[config.mk]
export PLATFORM = sky130hd
export DESIGN_NAME = branch_resolution_unit
export DESIGN_NICKNAME = d
export VERILOG_FILES = /design/src/rtl/branch_resolution_unit_pkg.sv /design/src/rtl/branch_resolution_unit_fifo.sv /design/src/rtl/branch_resolution_unit.sv
export SDC_FILE = /design/constraint.sdc
export NUM_CORES = 1
export LEC_CHECK = 0
export CORE_UTILIZATION = 25
export DETAILED_ROUTE_END_ITERATION = 7
export SLEW_MARGIN = 25
export SYNTH_ARGS = -nofsm -noshare
export SYNTH_HDL_FRONTEND = slang
export SYNTH_SLANG_ARGS = --single-unit
[constraint.sdc]
create_clock -name clk -period 6.1 [get_ports clk]
set_input_delay 1.22 -clock clk [delete_from_list [all_inputs] [get_ports clk]]
set_output_delay 1.22 -clock clk [all_outputs]
set_load 0.05 [all_outputs]
[src/rtl/branch_resolution_unit_pkg.sv]
// rtl/branch_resolution_unit_pkg.sv - shared types and constants for the branch resolution unit
//
// Contents:
//   bru_state_t      : resolution FSM state {RUN, FLUSH}
//   inflight_entry_t : one in-flight prediction {pc, taken, target, history}
//   INSN_BYTES       : fall-through increment for a not-taken branch
//   PERF_SAT         : saturation value of the performance counters
//   sat_inc()        : saturating 16-bit increment
package branch_resolution_unit_pkg;

    typedef enum logic [0:0] {
        RUN   = 1'b0,
        FLUSH = 1'b1
    } bru_state_t;

    // Width of the history snapshot held in each entry; the top-level
    // HIST_W may not exceed this (narrower values are zero-extended).
    localparam int ENTRY_HIST_W = 8;

    localparam logic [31:0] INSN_BYTES = 32'd4;
    localparam logic [15:0] PERF_SAT   = 16'hFFFF;

    typedef struct packed {
        logic [31:0]             pc;
        logic                    taken;
        logic [31:0]             target;
        logic [ENTRY_HIST_W-1:0] history;
    } inflight_entry_t;

    function automatic logic [15:0] sat_inc(input logic [15:0] value);
        return (value == PERF_SAT) ? value : value + 16'd1;
    endfunction

endpackage

[src/rtl/branch_resolution_unit_fifo.sv]
// rtl/branch_resolution_unit_fifo.sv - in-order in-flight prediction buffer (branch_inflight_fifo)
//
// Ports:
//   clk, rst      : clock, asynchronous active-high reset
//   push, wdata   : write wdata at the tail (caller guarantees !full or same-cycle pop)
//   pop           : retire the head entry (caller guarantees !empty)
//   clear         : drop every entry; overrides push and pop
//   head          : oldest entry, meaningful while !empty
//   full, empty   : occupancy flags derived from the entry counter
module branch_inflight_fifo #(
    parameter int DEPTH = 4,
    parameter int WIDTH = 8
) (
    input  logic             clk,
    input  logic             rst,
    input  logic             push,
    input  logic             pop,
    input  logic             clear,
    input  logic [WIDTH-1:0] wdata,
    output logic [WIDTH-1:0] head,
    output logic             full,
    output logic             empty
);

    localparam int PTR_W = $clog2(DEPTH);
    localparam int CNT_W = PTR_W + 1;

    logic [WIDTH-1:0] mem [DEPTH];
    logic [PTR_W-1:0] rd_ptr;
    logic [PTR_W-1:0] wr_ptr;
    logic [CNT_W-1:0] count;

    // Pointers wrap naturally because DEPTH is a power of two.
    always_ff @(posedge clk or posedge rst) begin
        if (rst) begin
            rd_ptr <= '0;
            wr_ptr <= '0;
            count  <= '0;
        end else if (clear) begin
            rd_ptr <= '0;
            wr_ptr <= '0;
            count  <= '0;
        end else begin
            if (push) begin
                wr_ptr <= wr_ptr + PTR_W'(1);
            end
            if (pop) begin
                rd_ptr <= rd_ptr + PTR_W'(1);
            end
            case ({push, pop})
                2'b10:   count <= count + CNT_W'(1);
                2'b01:   count <= count - CNT_W'(1);
                default: count <= count;
            endcase
        end
    end

    // Storage needs no reset: an entry is only read after it was written.
    always_ff @(posedge clk) begin
        if (push && !clear) begin
            mem[wr_ptr] <= wdata;
        end
    end

    assign head  = mem[rd_ptr];
    assign full  = (count == CNT_W'(DEPTH));
    assign empty = (count == '0);

endmodule

[src/rtl/branch_resolution_unit.sv]
// rtl/branch_resolution_unit.sv - resolves predicted branches and trains the global-history predictor
//
// Ports:
//   clk, rst                         : clock, asynchronous active-high reset
//   pred_valid/taken/pc/target/history : decode-stage prediction to enqueue
//   resolve_valid, resolve_taken     : mem-stage outcome of the oldest in-flight branch
//   mispredict, redirect_pc          : registered one-cycle redirect request
//   upd_valid, upd_index, upd_taken  : registered one-cycle predictor training write
//   full, empty                      : in-flight queue occupancy
//   perf_branches, perf_mispredicts  : saturating event counters
//   error                            : sticky protocol-violation flag
module branch_resolution_unit
    import branch_resolution_unit_pkg::*;
#(
    parameter int DEPTH        = 4,
    parameter int HIST_W       = ENTRY_HIST_W,
    parameter int FLUSH_CYCLES = 2
) (
    input  logic              clk,
    input  logic              rst,
    input  logic              pred_valid,
    input  logic              pred_taken,
    input  logic [31:0]       pred_pc,
    input  logic [31:0]       pred_target,
    input  logic [HIST_W-1:0] pred_history,
    input  logic              resolve_valid,
    input  logic              resolve_taken,
    output logic              mispredict,
    output logic [31:0]       redirect_pc,
    output logic              upd_valid,
    output logic [HIST_W-1:0] upd_index,
    output logic              upd_taken,
    output logic              full,
    output logic              empty,
    output logic [15:0]       perf_branches,
    output logic [15:0]       perf_mispredicts,
    output logic              error
);

    localparam int FC_W = $clog2(FLUSH_CYCLES + 1);

    bru_state_t      state;
    logic [FC_W-1:0] flush_cnt;
    logic [15:0]     br_cnt;
    logic [15:0]     mis_cnt;

    inflight_entry_t wentry;
    inflight_entry_t head;
    logic            fifo_full;
    logic            fifo_empty;

    logic pop;
    logic mismatch;
    logic push;
    logic err_now;

    assign pop      = resolve_valid & ~fifo_empty;
    assign mismatch = pop & (head.taken != resolve_taken);

    // A mispredicting pop makes any same-cycle push wrong-path, so it is
    // dropped; the clear below wipes the rest of the queue.
    assign push = pred_valid & (state == RUN) & (~fifo_full | pop) & ~mismatch;

    assign err_now = (resolve_valid & fifo_empty) | (pred_valid & fifo_full & ~pop);

    always_comb begin
        wentry         = '0;
        wentry.pc      = pred_pc;
        wentry.taken   = pred_taken;
        wentry.target  = pred_target;
        wentry.history = ENTRY_HIST_W'(pred_history);
    end

    branch_inflight_fifo #(
        .DEPTH (DEPTH),
        .WIDTH ($bits(inflight_entry_t))
    ) u_fifo (
        .clk   (clk),
        .rst   (rst),
        .push  (push),
        .pop   (pop),
        .clear (mismatch),
        .wdata (wentry),
        .head  (head),
        .full  (fifo_full),
        .empty (fifo_empty)
    );

    always_ff @(posedge clk or posedge rst) begin
        if (rst) begin
            state       <= RUN;
            flush_cnt   <= '0;
            mispredict  <= 1'b0;
            redirect_pc <= '0;
            upd_valid   <= 1'b0;
            upd_index   <= '0;
            upd_taken   <= 1'b0;
            br_cnt      <= '0;
            mis_cnt     <= '0;
            error       <= 1'b0;
        end else begin
            mispredict <= mismatch;
            upd_valid  <= pop;
            upd_taken  <= pop & resolve_taken;
            upd_index  <= pop ? head.history[HIST_W-1:0] : '0;

            // Correct path is the direction the branch actually went.
            if (mismatch) begin
                redirect_pc <= resolve_taken ? head.target : head.pc + INSN_BYTES;
            end else begin
                redirect_pc <= '0;
            end

            if (pop) begin
                br_cnt <= sat_inc(br_cnt);
            end
            if (mismatch) begin
                mis_cnt <= sat_inc(mis_cnt);
            end
            if (err_now) begin
                error <= 1'b1;
            end

            case (state)
                RUN: begin
                    if (mismatch) begin
                        state     <= FLUSH;
                        flush_cnt <= FC_W'(FLUSH_CYCLES);
                    end
                end
                FLUSH: begin
                    flush_cnt <= flush_cnt - FC_W'(1);
                    if (flush_cnt == FC_W'(1)) begin
                        state <= RUN;
                    end
                end
                default: begin
                    state     <= RUN;
                    flush_cnt <= '0;
                end
            endcase
        end
    end

    assign full             = fifo_full;
    assign empty            = fifo_empty;
    assign perf_branches    = br_cnt;
    assign perf_mispredicts = mis_cnt;

endmodule

Word level (Yosys, flattened, before mapping)
Memories as Yosys holds them, arrays and structs flattened.
Cells that the tools add are included.
{"block": "classes", "n_addsub": 8, "bitwise_logic": 18, "eq_ne": 8, "n_mux": 16, "reduce_logical": 8}
{"operator": "$mux W32", "n": 2}
{"operator": "$add A16 B1 Y16 const B", "n": 2}
{"operator": "$add A32 B3 Y32 const B", "n": 1}
{"operator": "$eq A16 B16 Y1 const B", "n": 2}
{"operator": "$mux W2", "n": 5}
{"operator": "$and A1 B1 Y1", "n": 9}
{"operator": "$mux W8", "n": 1}
{"operator": "$not A1 Y1", "n": 7}
{"operator": "$pmux W3 S2", "n": 1}
{"operator": "$add A2 B1 Y2 const B", "n": 2}
{"operator": "$eq A2 B1 Y1 const B", "n": 2}
{"operator": "$mux W1", "n": 4}
{"operator": "$pmux W2 S2", "n": 1}
{"operator": "$reduce_and A2 Y1", "n": 2}
{"operator": "$reduce_bool A2 Y1", "n": 2}
{"operator": "$add A3 B1 Y3 const B", "n": 1}
{"operator": "$eq A3 B3 Y1 const B", "n": 1}
{"operator": "$logic_not A3 Y1", "n": 1}
{"operator": "$mux W3", "n": 1}
{"operator": "$reduce_bool A3 Y1", "n": 1}
{"operator": "$sub A3 B1 Y3 const B", "n": 1}
{"operator": "$eq A2 B2 Y1 const B", "n": 1}
{"operator": "$ne A2 B2 Y1 const B", "n": 1}
{"operator": "$or A1 B1 Y1", "n": 2}
{"operator": "other kinds (5)", "n": 5}
{"block": "totals", "mem_count": 1, "inputBits": 78, "mem_bits_rw": 292, "output_inout_bits": 78, "ff_bits": 86}
{"memory": "u_fifo.mem", "depth": 4, "width": 73, "rd": 1, "rd_ports_with_merged_regs": 0, "write_ports": 1, "line_no": "branch_resolution_unit_fifo.sv:28", "rtl": "logic [WIDTH-1:0] mem [DEPTH];"}

Depth between registers and ports, before layout
Gate-level depths: netlist of the first run.
{"block": "logic_depth", "depth_word": 9, "ltp_mapped": 11, "depth_no_buf": 9}

Hierarchy
A second synthesis of the first run with hierarchy kept.
{"block": "unflattened", "cells_unflattened": 809, "area_unflattened_um2": 14850.5}
{"mod": "branch_inflight_fifo", "cells_each": 425, "seq_area_each_um2": 8943.6, "area_per_inst_um2": 10973.0, "n_inst": 1}
{"mod": "branch_resolution_unit", "cells_each": 384, "seq_area_each_um2": 1976.9, "area_per_inst_um2": 3877.5, "n_inst": 1}

Worst setup path before layout of the first run
No wires, ideal clock.
{"block": "synth_path", "kind": "register to register", "startpoint": "register u_fifo.count[1]", "endpoint": "memory u_fifo.mem[0][0] in the netlist's numbering (enable)", "stages_incl_launch_ff": 7, "slack_ns": 1.670, "required_ns": 5.660, "arrival_time_ns": 3.991, "synth_period_minus_slack_ns": 4.430, "setup_ns": 0.440, "path_cell_list": "dfrtp_1 > clkbuf_1 > nor3_1 > nand2b_1 > or2_2 > clkbuf_1 > and3_1"}
{"block": "synth_via", "elab_chain_len": 9, "elab_cells_between_ends": 14}
{"item": "from (decl)", "line_no": "branch_resolution_unit_fifo.sv:31", "rtl": "logic [CNT_W-1:0] count;"}
{"item": "from (signal assigned)", "line_no": "branch_resolution_unit_fifo.sv:51", "rtl": "2'b10: count <= count + CNT_W'(1);"}
{"item": "from (signal assigned)", "line_no": "branch_resolution_unit_fifo.sv:52", "rtl": "2'b01: count <= count - CNT_W'(1);"}
{"item": "from (signal assigned)", "line_no": "branch_resolution_unit_fifo.sv:53", "rtl": "default: count <= count;"}
{"item": "$logic_not A3 Y1 *", "line_no": "branch_resolution_unit_fifo.sv:67", "rtl": "assign empty = (count == '0);"}
{"item": "via empty", "line_no": "branch_resolution_unit.sv:34", "rtl": "output logic empty,"}
{"item": "$not A1 Y1 *", "line_no": "branch_resolution_unit.sv:57", "rtl": "assign pop = resolve_valid & ~fifo_empty;"}
{"item": "$and A1 B1 Y1 *", "line_no": "branch_resolution_unit.sv:57"}
{"item": "$or A1 B1 Y1 or $and A1 B1 Y1 (tied branches)", "line_no": "branch_resolution_unit.sv:62, branch_resolution_unit.sv:58"}
{"item": "$and A1 B1 Y1 or $not A1 Y1 (tied branches)", "line_no": "branch_resolution_unit.sv:62", "rtl": "assign push = pred_valid & (state == RUN) & (~fifo_full | pop) & ~mismatch;"}
{"item": "$and A1 B1 Y1", "line_no": "branch_resolution_unit.sv:62"}
{"item": "$logic_and A1 B1 Y1 *", "line_no": "branch_resolution_unit_fifo.sv:60", "rtl": "if (push && !clear) begin"}
{"item": "$mux W1 *", "line_no": "branch_resolution_unit_fifo.sv:60"}
{"item": "$mux W1 (implied by the code) *", "line_no": "branch_resolution_unit_fifo.sv:61", "rtl": "mem[wr_ptr] <= wdata;"}
{"item": "to (decl)", "line_no": "branch_resolution_unit_fifo.sv:28"}
Mark *: on every way through the listed nets, which the timed path passes. The rest lies on a longest branch.

Final worst setup path of the first run
{"block": "layout_path", "startpoint": "input port resolve_valid", "endpoint": "memory u_fifo.mem[1][49] in the netlist's numbering (enable)"}
{"block": "layout_via", "elab_chain_len": 7, "elab_cells_between_ends": 10}
{"item": "from (decl)", "line_no": "branch_resolution_unit.sv:26", "rtl": "input logic resolve_valid,"}
{"item": "$and A1 B1 Y1 *", "line_no": "branch_resolution_unit.sv:57"}
{"item": "$or A1 B1 Y1 or $and A1 B1 Y1 (tied branches)", "line_no": "branch_resolution_unit.sv:62, branch_resolution_unit.sv:58"}
{"item": "$and A1 B1 Y1 or $not A1 Y1 (tied branches)", "line_no": "branch_resolution_unit.sv:62"}
{"item": "$and A1 B1 Y1", "line_no": "branch_resolution_unit.sv:62"}
{"item": "$logic_and A1 B1 Y1 *", "line_no": "branch_resolution_unit_fifo.sv:60"}
{"item": "$mux W1 *", "line_no": "branch_resolution_unit_fifo.sv:60"}
{"item": "$mux W1 (implied by the code) *", "line_no": "branch_resolution_unit_fifo.sv:61"}
Mark *: on every way between the ends. The rest lies on a longest branch, timed or not.

==> metrics.yaml, run 1 <==
synthesis:
  syn_inst: 801
  synth_top_family_by_area: "multiplexers"
  ys_ff_latch: 378
  yosysWarnings: 0
  synth_fp_nets: 888
  synth-simple-area-share_pct: 5.92
  ys_types: 49
  avgSynthCellArea_um2: 18.5
  synth-compound-area-share_pct: 2.46
  synthAdderAreaFrac_pct: 0.759
  synthMuxAreaShare_pct: 11.9
  syn-cell-area_um2: 14800
  ys_seq_area_share_pct: 73.6
  synth_xor_area_share_pct: 3.66
layout:
  nets: 1063
  fill_cells: 5604
  finalNonFillerCells: 1774
  layout-drive-gt1-share_pct: 15.5
  areaGrowthSynthToFinish_pct: 25.1
place:
  io_buffers: 155
  dp_cells: 1699
  gp_congestion: 0.727
  dp_hpwl_mm: 22.9
power_and_ir_drop:
  seqPwrFrac_pct: 42.8
  power.switching_uw: 2590
  ir_drop_mv: 0.254
  leakagePower_uw: 0.00623
  power_frac_comb_pct: 28.3
  power.share.switching_pct: 32.0
  internal_power_uw: 5510
  cellPowerDensity_nw_per_um2: 437
  power_frac_clock_pct: 29.0
timing:
  relSlewSlack_pct: 34.2
  fin_setup_tns_ns: 0
  rsz0062_at_grt: "false"
  post-route-min-period_ns: 3.81
  fin_skew_ns: 0.0181
  fmax_ghz: 0.263
  setup_viol: 0
  slew_viol_final: 0
  final-hold-violation-count: 0
  tightest_slew_ns: 0.987
  final.period_utilization_pct: 62.4
routing:
  dr_total_vias: 7657
  detail-route-antenna-nets: 0
  via_per_inst: 4.32
  drt_iter0_markers: 540
  drt_pass1_iterations: 5
  wl_per_cell_um: 19.3
  routed_wirelength_mm: 34.3
  drc: 0
setup_path:
  critical_path_arrival_ns: 4.05
  crit_path_start_kind: "primary input"
  crit_fanout: 58
  timing.rr.end: "u_fifo.mem[1][49]"
  crit_path_end: "u_fifo.mem[1][49]"
  r2r_start: "u_fifo.rd_ptr[1]"
  end_kind: "register"
  worstSetupPathType: "primary input to register"
  crit_start: "resolve_valid"
  ff2ff_path_depth: 5
  crit_required_ns: 6.34
  reg2reg_slack_ns: 2.46
die:
  ios: 156
  die_h_um: 246
  row_count: 88
  core_region_area_um2: 58100
  die-area_um2: 60300
  initial_core_util_pct: 25.5
  die_w_um: 246
status:
  status: "finished clean"
cts:
  clk_pin_slew_ns: 0.06
  cts_tree: "done"
  cts_setup_buffers: 0
  hold_buffers: 0
  clock-sinks: 378
  htreeDepth: 2
  ctsResizeCount: 0
  cts_made_buffers: 39
  root_buffer: "clkbuf_16"
  clock_latency_ns: 0.54
  clockBufferDepth: 3
grt:
  antenna_found_initial: 9
  grt_overflow: 0
  grt_pass1_vias: 7854
  grt_max_degree: 62
  grt_pass1_wl_mm: 51.0
  grt.total_usage_pct: 11.4
min_path:
  hold_path.class: "register to register"
run:
  max_cap_viol_count: 0
## worst max-delay path: stages
cell	delay [ns]
clkdlybuf4s50_1	0.50
nand2b_1	0.44
or2_2	0.57
and3_4	0.88
buf_4	0.32
## cells in the mapped netlist (all sizes together)
library cell  count  area share, %
a32oi             1          0.059
a22o              1          0.059
edfxtp          292             59
o21bai            1          0.051
a21oi            20           0.67
nand3b            2           0.10
nand2b            5           0.21
buf              19            1.0
o31ai             1          0.051
xnor2            37            2.2
or2               2          0.084
inv              11           0.28
mux2              3           0.23
and3b             2           0.12
mux2i             4           0.27
nand4            17           0.76
mux4             73             11
nor3              9           0.30
or3b              1          0.059
a31oi             3           0.13
and2              9           0.38
ha                9           0.76
nand2            35           0.90
or3               1          0.042
nor3b             1          0.051
o21ai            20           0.67
a211oi           14           0.71
nor2             38           0.96
nor4b             2           0.20
and4              3           0.18
nor4              6           0.44
nand3            20           0.71
dfrtp            86             15
nor2b             1          0.042
o311ai            1          0.059
clkbuf           17           0.43
and3              9           0.38
xor2             25            1.5
## metal layers
metal | up-vias | wire length [um] | track usage (%)
li1 | 3506 | - | -
met1 | 3873 | 15300 | 15.4
met2 | 207 | 16000 | 17.8
met3 | 59 | 2270 | 3.20
met4 | 12 | 636 | 2.98
met5 | - | 84 | 0
## cell usage in the layout, fill, tap and decap left out, types with 4 or more instances in the layout
cell type,n
clkbuf_16,41
and3_4,4
inv_1,9
nor2_1,38
nand2b_1,5
nand4_1,16
clkinv_2,6
xnor2_1,37
mux2i_1,4
clkdlybuf4s50_1,155
buf_4,14
xor2_1,25
nand2_1,34
o21ai_0,19
mux4_2,61
a211oi_1,14
ha_1,9
edfxtp_1,292
clkbuf_1,7
and2_1,9
mux4_1,12
and3_1,5
a21oi_1,20
dfrtp_1,84
clkinv_1,5
nand3_1,19
nor3_1,9
## sequential cells by signal, summed over array words and instances, names as in the netlist
register          count
upd_index             8
state                 1
flush_cnt             2
u_fifo.wr_ptr         2
upd_valid             1
u_fifo.mem          292
perf_branches        16
redirect_pc          32
u_fifo.count          3
mispredict            1
u_fifo.rd_ptr         2
error                 1
upd_taken             1
perf_mispredicts     16
## cell families after synthesis
family          after synthesis
flops                       378
simple gates                163
mux                          80
compound gates               62
xor+xnor                     62
buf+inv                      47
fa+ha+maj                     9
## per-stage QoR
| stage | power [uW] | instance area, um^2 | hold slack, ns | utilization (%) | worst slack [ns] |
|---|---|---|---|---|---|
| 2_1_floorplan | 5080 | 14800 | 0.506 | - | 1.67 |
| 3_3_place_gp | 5820 | 17300 | 0.483 | 29.7 | 1.75 |
| 3_5_place_dp | 5860 | 17300 | 0.484 | 29.7 | 1.68 |
| 4_1_cts | 8230 | 18500 | 0.494 | 31.9 | 2.24 |
| 5_1_grt | 8490 | 18600 | 0.517 | 31.9 | 2.04 |
| 6_report | 8110 | 18600 | 0.502 | 31.9 | 2.29 |
## power by group through the flow
| stage | Combinational, uW | Sequential [uW] | Clock [uW] |
|---|---|---|---|
| after floorplan | 1260 | 3820 | 0 |
| after global placement | 2310 | 3510 | 0 |
| after detailed placement | 2330 | 3530 | 0 |
| after CTS | 2340 | 3480 | 2420 |
| after global routing | 2460 | 3510 | 2520 |
| final | 2290 | 3470 | 2350 |
## worst min-delay path by stage
| stage | start | end | cells past startpoint |
|---|---|---|---|
| 6_report | perf_mispredicts[11] | perf_mispredicts[11] | 1 |
| 5_1_grt | perf_mispredicts[11] | perf_mispredicts[11] | 1 |
| 4_1_cts | perf_mispredicts[11] | perf_mispredicts[11] | 1 |
| 3_5_place_dp | perf_mispredicts[11] | perf_mispredicts[11] | 1 |
| 3_3_place_gp | perf_mispredicts[11] | perf_mispredicts[11] | 1 |
| 2_1_floorplan | flush_cnt[0] | flush_cnt[0] | 1 |
## layout make-up
type | count | area, um^2 | share of cell area (%)
inverters | 11 | 43.8 | 0.236
clock buffers | 50 | 1080 | 5.82
well taps | 765 | 957 | 5.15
clock inverters | 21 | 193 | 1.04
flip-flops and latches | 378 | 10900 | 58.9
repair buffers | 170 | 1680 | 9.03
multi-input cells | 376 | 3680 | 19.8
diodes | 3 | 7.51 | 0.0404
(Power assumes the default switching activity.)
==> run 2, diff against run 1 <==
==> constraint.sdc (replaced) <==
create_clock -name clk -period 3.7 [get_ports clk]
set_input_delay 0.74 -clock clk [delete_from_list [all_inputs] [get_ports clk]]
set_output_delay 0.74 -clock clk [all_outputs]
set_load 0.05 [all_outputs]
==> run 2 against run 1 <==
Net effect:
- count of clock-buffer cells in the layout is 8 higher
- final area is 1.7% higher
- global-route usage is 0.51 points higher
- wire length is 3.3% higher
==> metrics.yaml, run 2 (synthesized netlist as in run 1, its figures left out) <==
timing:
  rsz0062_at_grt: "false"
  slew_viol_final: 0
  fin_skew_ns: 0.0303
  relSlewSlack_pct: 50.4
  layout_setup_ws_ns: 0.493
  final-hold-violation-count: 0
  final.period_utilization_pct: 86.7
  fmax_ghz: 0.312
  setup_viol: 0
  post-route-min-period_ns: 3.21
  tightest_slew_ns: 0.744
  fin_setup_tns_ns: 0
power_and_ir_drop:
  power.switching_uw: 4410
  power_uw: 13800
  seqPwrFrac_pct: 41.5
  cellPowerDensity_nw_per_um2: 729
  power_frac_clock_pct: 30.1
  ir_drop_mv: 0.452
  power.share.switching_pct: 32.0
  power_frac_comb_pct: 28.3
  leakagePower_uw: 0.00639
  internal_power_uw: 9350
place:
  dp_hpwl_mm: 24.5
  gp_congestion: 0.766
  io_buffers: 155
  post-place-ws_ns: 0.591
  postPlaceCellArea_um2: 17500
cts:
  root_buffer: "clkbuf_16"
  cts_tree: "done"
  cts_setup_buffers: 0
  clock-sinks: 378
  htreeDepth: 2
  ctsResizeCount: 0
  clk_pin_slew_ns: 0.05
  clock_latency_ns: 0.57
  hold_buffers: 0
  clockBufferDepth: 3
  cts_made_buffers: 41
grt:
  grt_overflow: 0
  grt.total_usage_pct: 11.9
  grt_max_degree: 48
  antenna_found_initial: 2
  grt_pass1_wl_mm: 53.0
  grt_pass1_vias: 8178
die:
  die_w_um: 246
  die-area_um2: 60300
  row_count: 88
  ios: 156
  die_h_um: 246
  core_region_area_um2: 58100
  initial_core_util_pct: 25.5
min_path:
  min_to: "perf_mispredicts[11]"
  worstHoldStart: "perf_mispredicts[11]"
  holdPathStages: 1
  hold_path.class: "register to register"
setup_path:
  r2r_start: "u_fifo.rd_ptr[0]"
  crit_path_start_kind: "register"
  ff2ff_path_depth: 5
  timing.rr.end: "u_fifo.mem[2][5]"
  critical_path_arrival_ns: 2.47
  reg2reg_slack_ns: 0.61
  end_kind: "output pin"
  crit_fanout: 7
  worstSetupPathType: "register to output pin"
  crit_required_ns: 2.96
routing:
  dr_total_vias: 7835
  detail-route-antenna-nets: 0
  drt_iter0_markers: 518
  via_per_inst: 4.36
  routed_wirelength_mm: 35.4
  wl_per_cell_um: 19.7
  drc: 0
  drt_pass1_iterations: 4
layout:
  largest_reg_flops: 292
  final_cell_mix: "edfxtp_1 (292), clkdlybuf4s50_1 (155), dfrtp_1 (84), mux4_2 (61), clkbuf_16 (42)"
  nets: 1083
  post-route-util_pct: 32.5
  areaGrowthSynthToFinish_pct: 27.3
  layout-drive-gt1-share_pct: 17.0
  reg_top3: "u_fifo.mem (292), redirect_pc (32)"
  mostFrequentLayoutCell: "edfxtp_1"
  final_cell_area_um2: 18900
  largest-register: "u_fifo.mem"
run:
  max_cap_viol_count: 0
status:
  status: "finished clean"
-- run 2: cell count changes in the layout (fill, tap and decap cells not counted) --
cell | before | now
buf_12 | 1 | 9
inv_16 | 0 | 1
clkinv_1 | 5 | 3
clkbuf_8 | 2 | 3
clkinv_2 | 6 | 5
diode_2 | 3 | 1
clkinvlp_2 | 1 | 0
clkbuf_1 | 7 | 13
clkinv_4 | 1 | 0
clkbuf_16 | 41 | 42
clkinv_8 | 0 | 1
buf_4 | 14 | 24
clkinvlp_4 | 3 | 2
bufinv_16 | 3 | 4
-- run 2: through the flow --
step,instances,hold WS (ns)
after CTS,1794,0.497
final,1795,0.487
after floorplan,801,0.506
after detailed placement,1718,0.487
after global routing,1794,0.511
after global placement,1718,0.479
-- run 2: worst max path at each step --
stage	startpoint	to	slack, ns	depth (start not counted)
final	u_fifo.count[1]	full	0.49	2
after global routing	u_fifo.count[1]	full	0.38	2
after CTS	u_fifo.count[1]	full	0.46	2
after detailed placement	u_fifo.rd_ptr[0]	u_fifo.mem[2][5]	0.59	5
after global placement	u_fifo.rd_ptr[0]	u_fifo.mem[2][5]	0.62	5
after floorplan	u_fifo.count[1]	u_fifo.mem[0][0]	0.08	6
-- run 2: power by group through the flow --
stage,Clock (uW),Combinational [uW],Sequential [uW]
6_report,4150,3900,5710
5_1_grt,4410,4190,5800
4_1_cts,4260,3970,5730
3_5_place_dp,0,3950,5820
3_3_place_gp,0,3920,5800
2_1_floorplan,0,2070,6280
-- run 2: final cells by class --
| class | count | area (um^2) |
|---|---|---|
| Clock inverter | 18 | 225 |
| Antenna cell | 1 | 2.50 |
| Fill cell | 5617 | 39200 |
| Multi-Input combinational cell | 376 | 3680 |
| Inverter | 11 | 43.8 |
| Tap cell | 765 | 957 |
| Timing Repair Buffer | 188 | 1910 |
| Clock buffer | 58 | 1140 |
| Sequential cell | 378 | 10900 |
-- run 2: per-layer routing --
layer	up-vias	GRT usage, %	share of wire (%)
li1	3543	-	-
met1	4000	16.2	45
met2	245	19.0	47
met3	47	2.80	6.4
met4	0	2.87	1.6
met5	-	0	0
-- run 2: worst max-delay path, stage by stage, from the launching register on --
cell and delay [ns]:
dfrtp_1 0.45, nor3b_1 0.55, clkdlybuf4s50_1 0.92
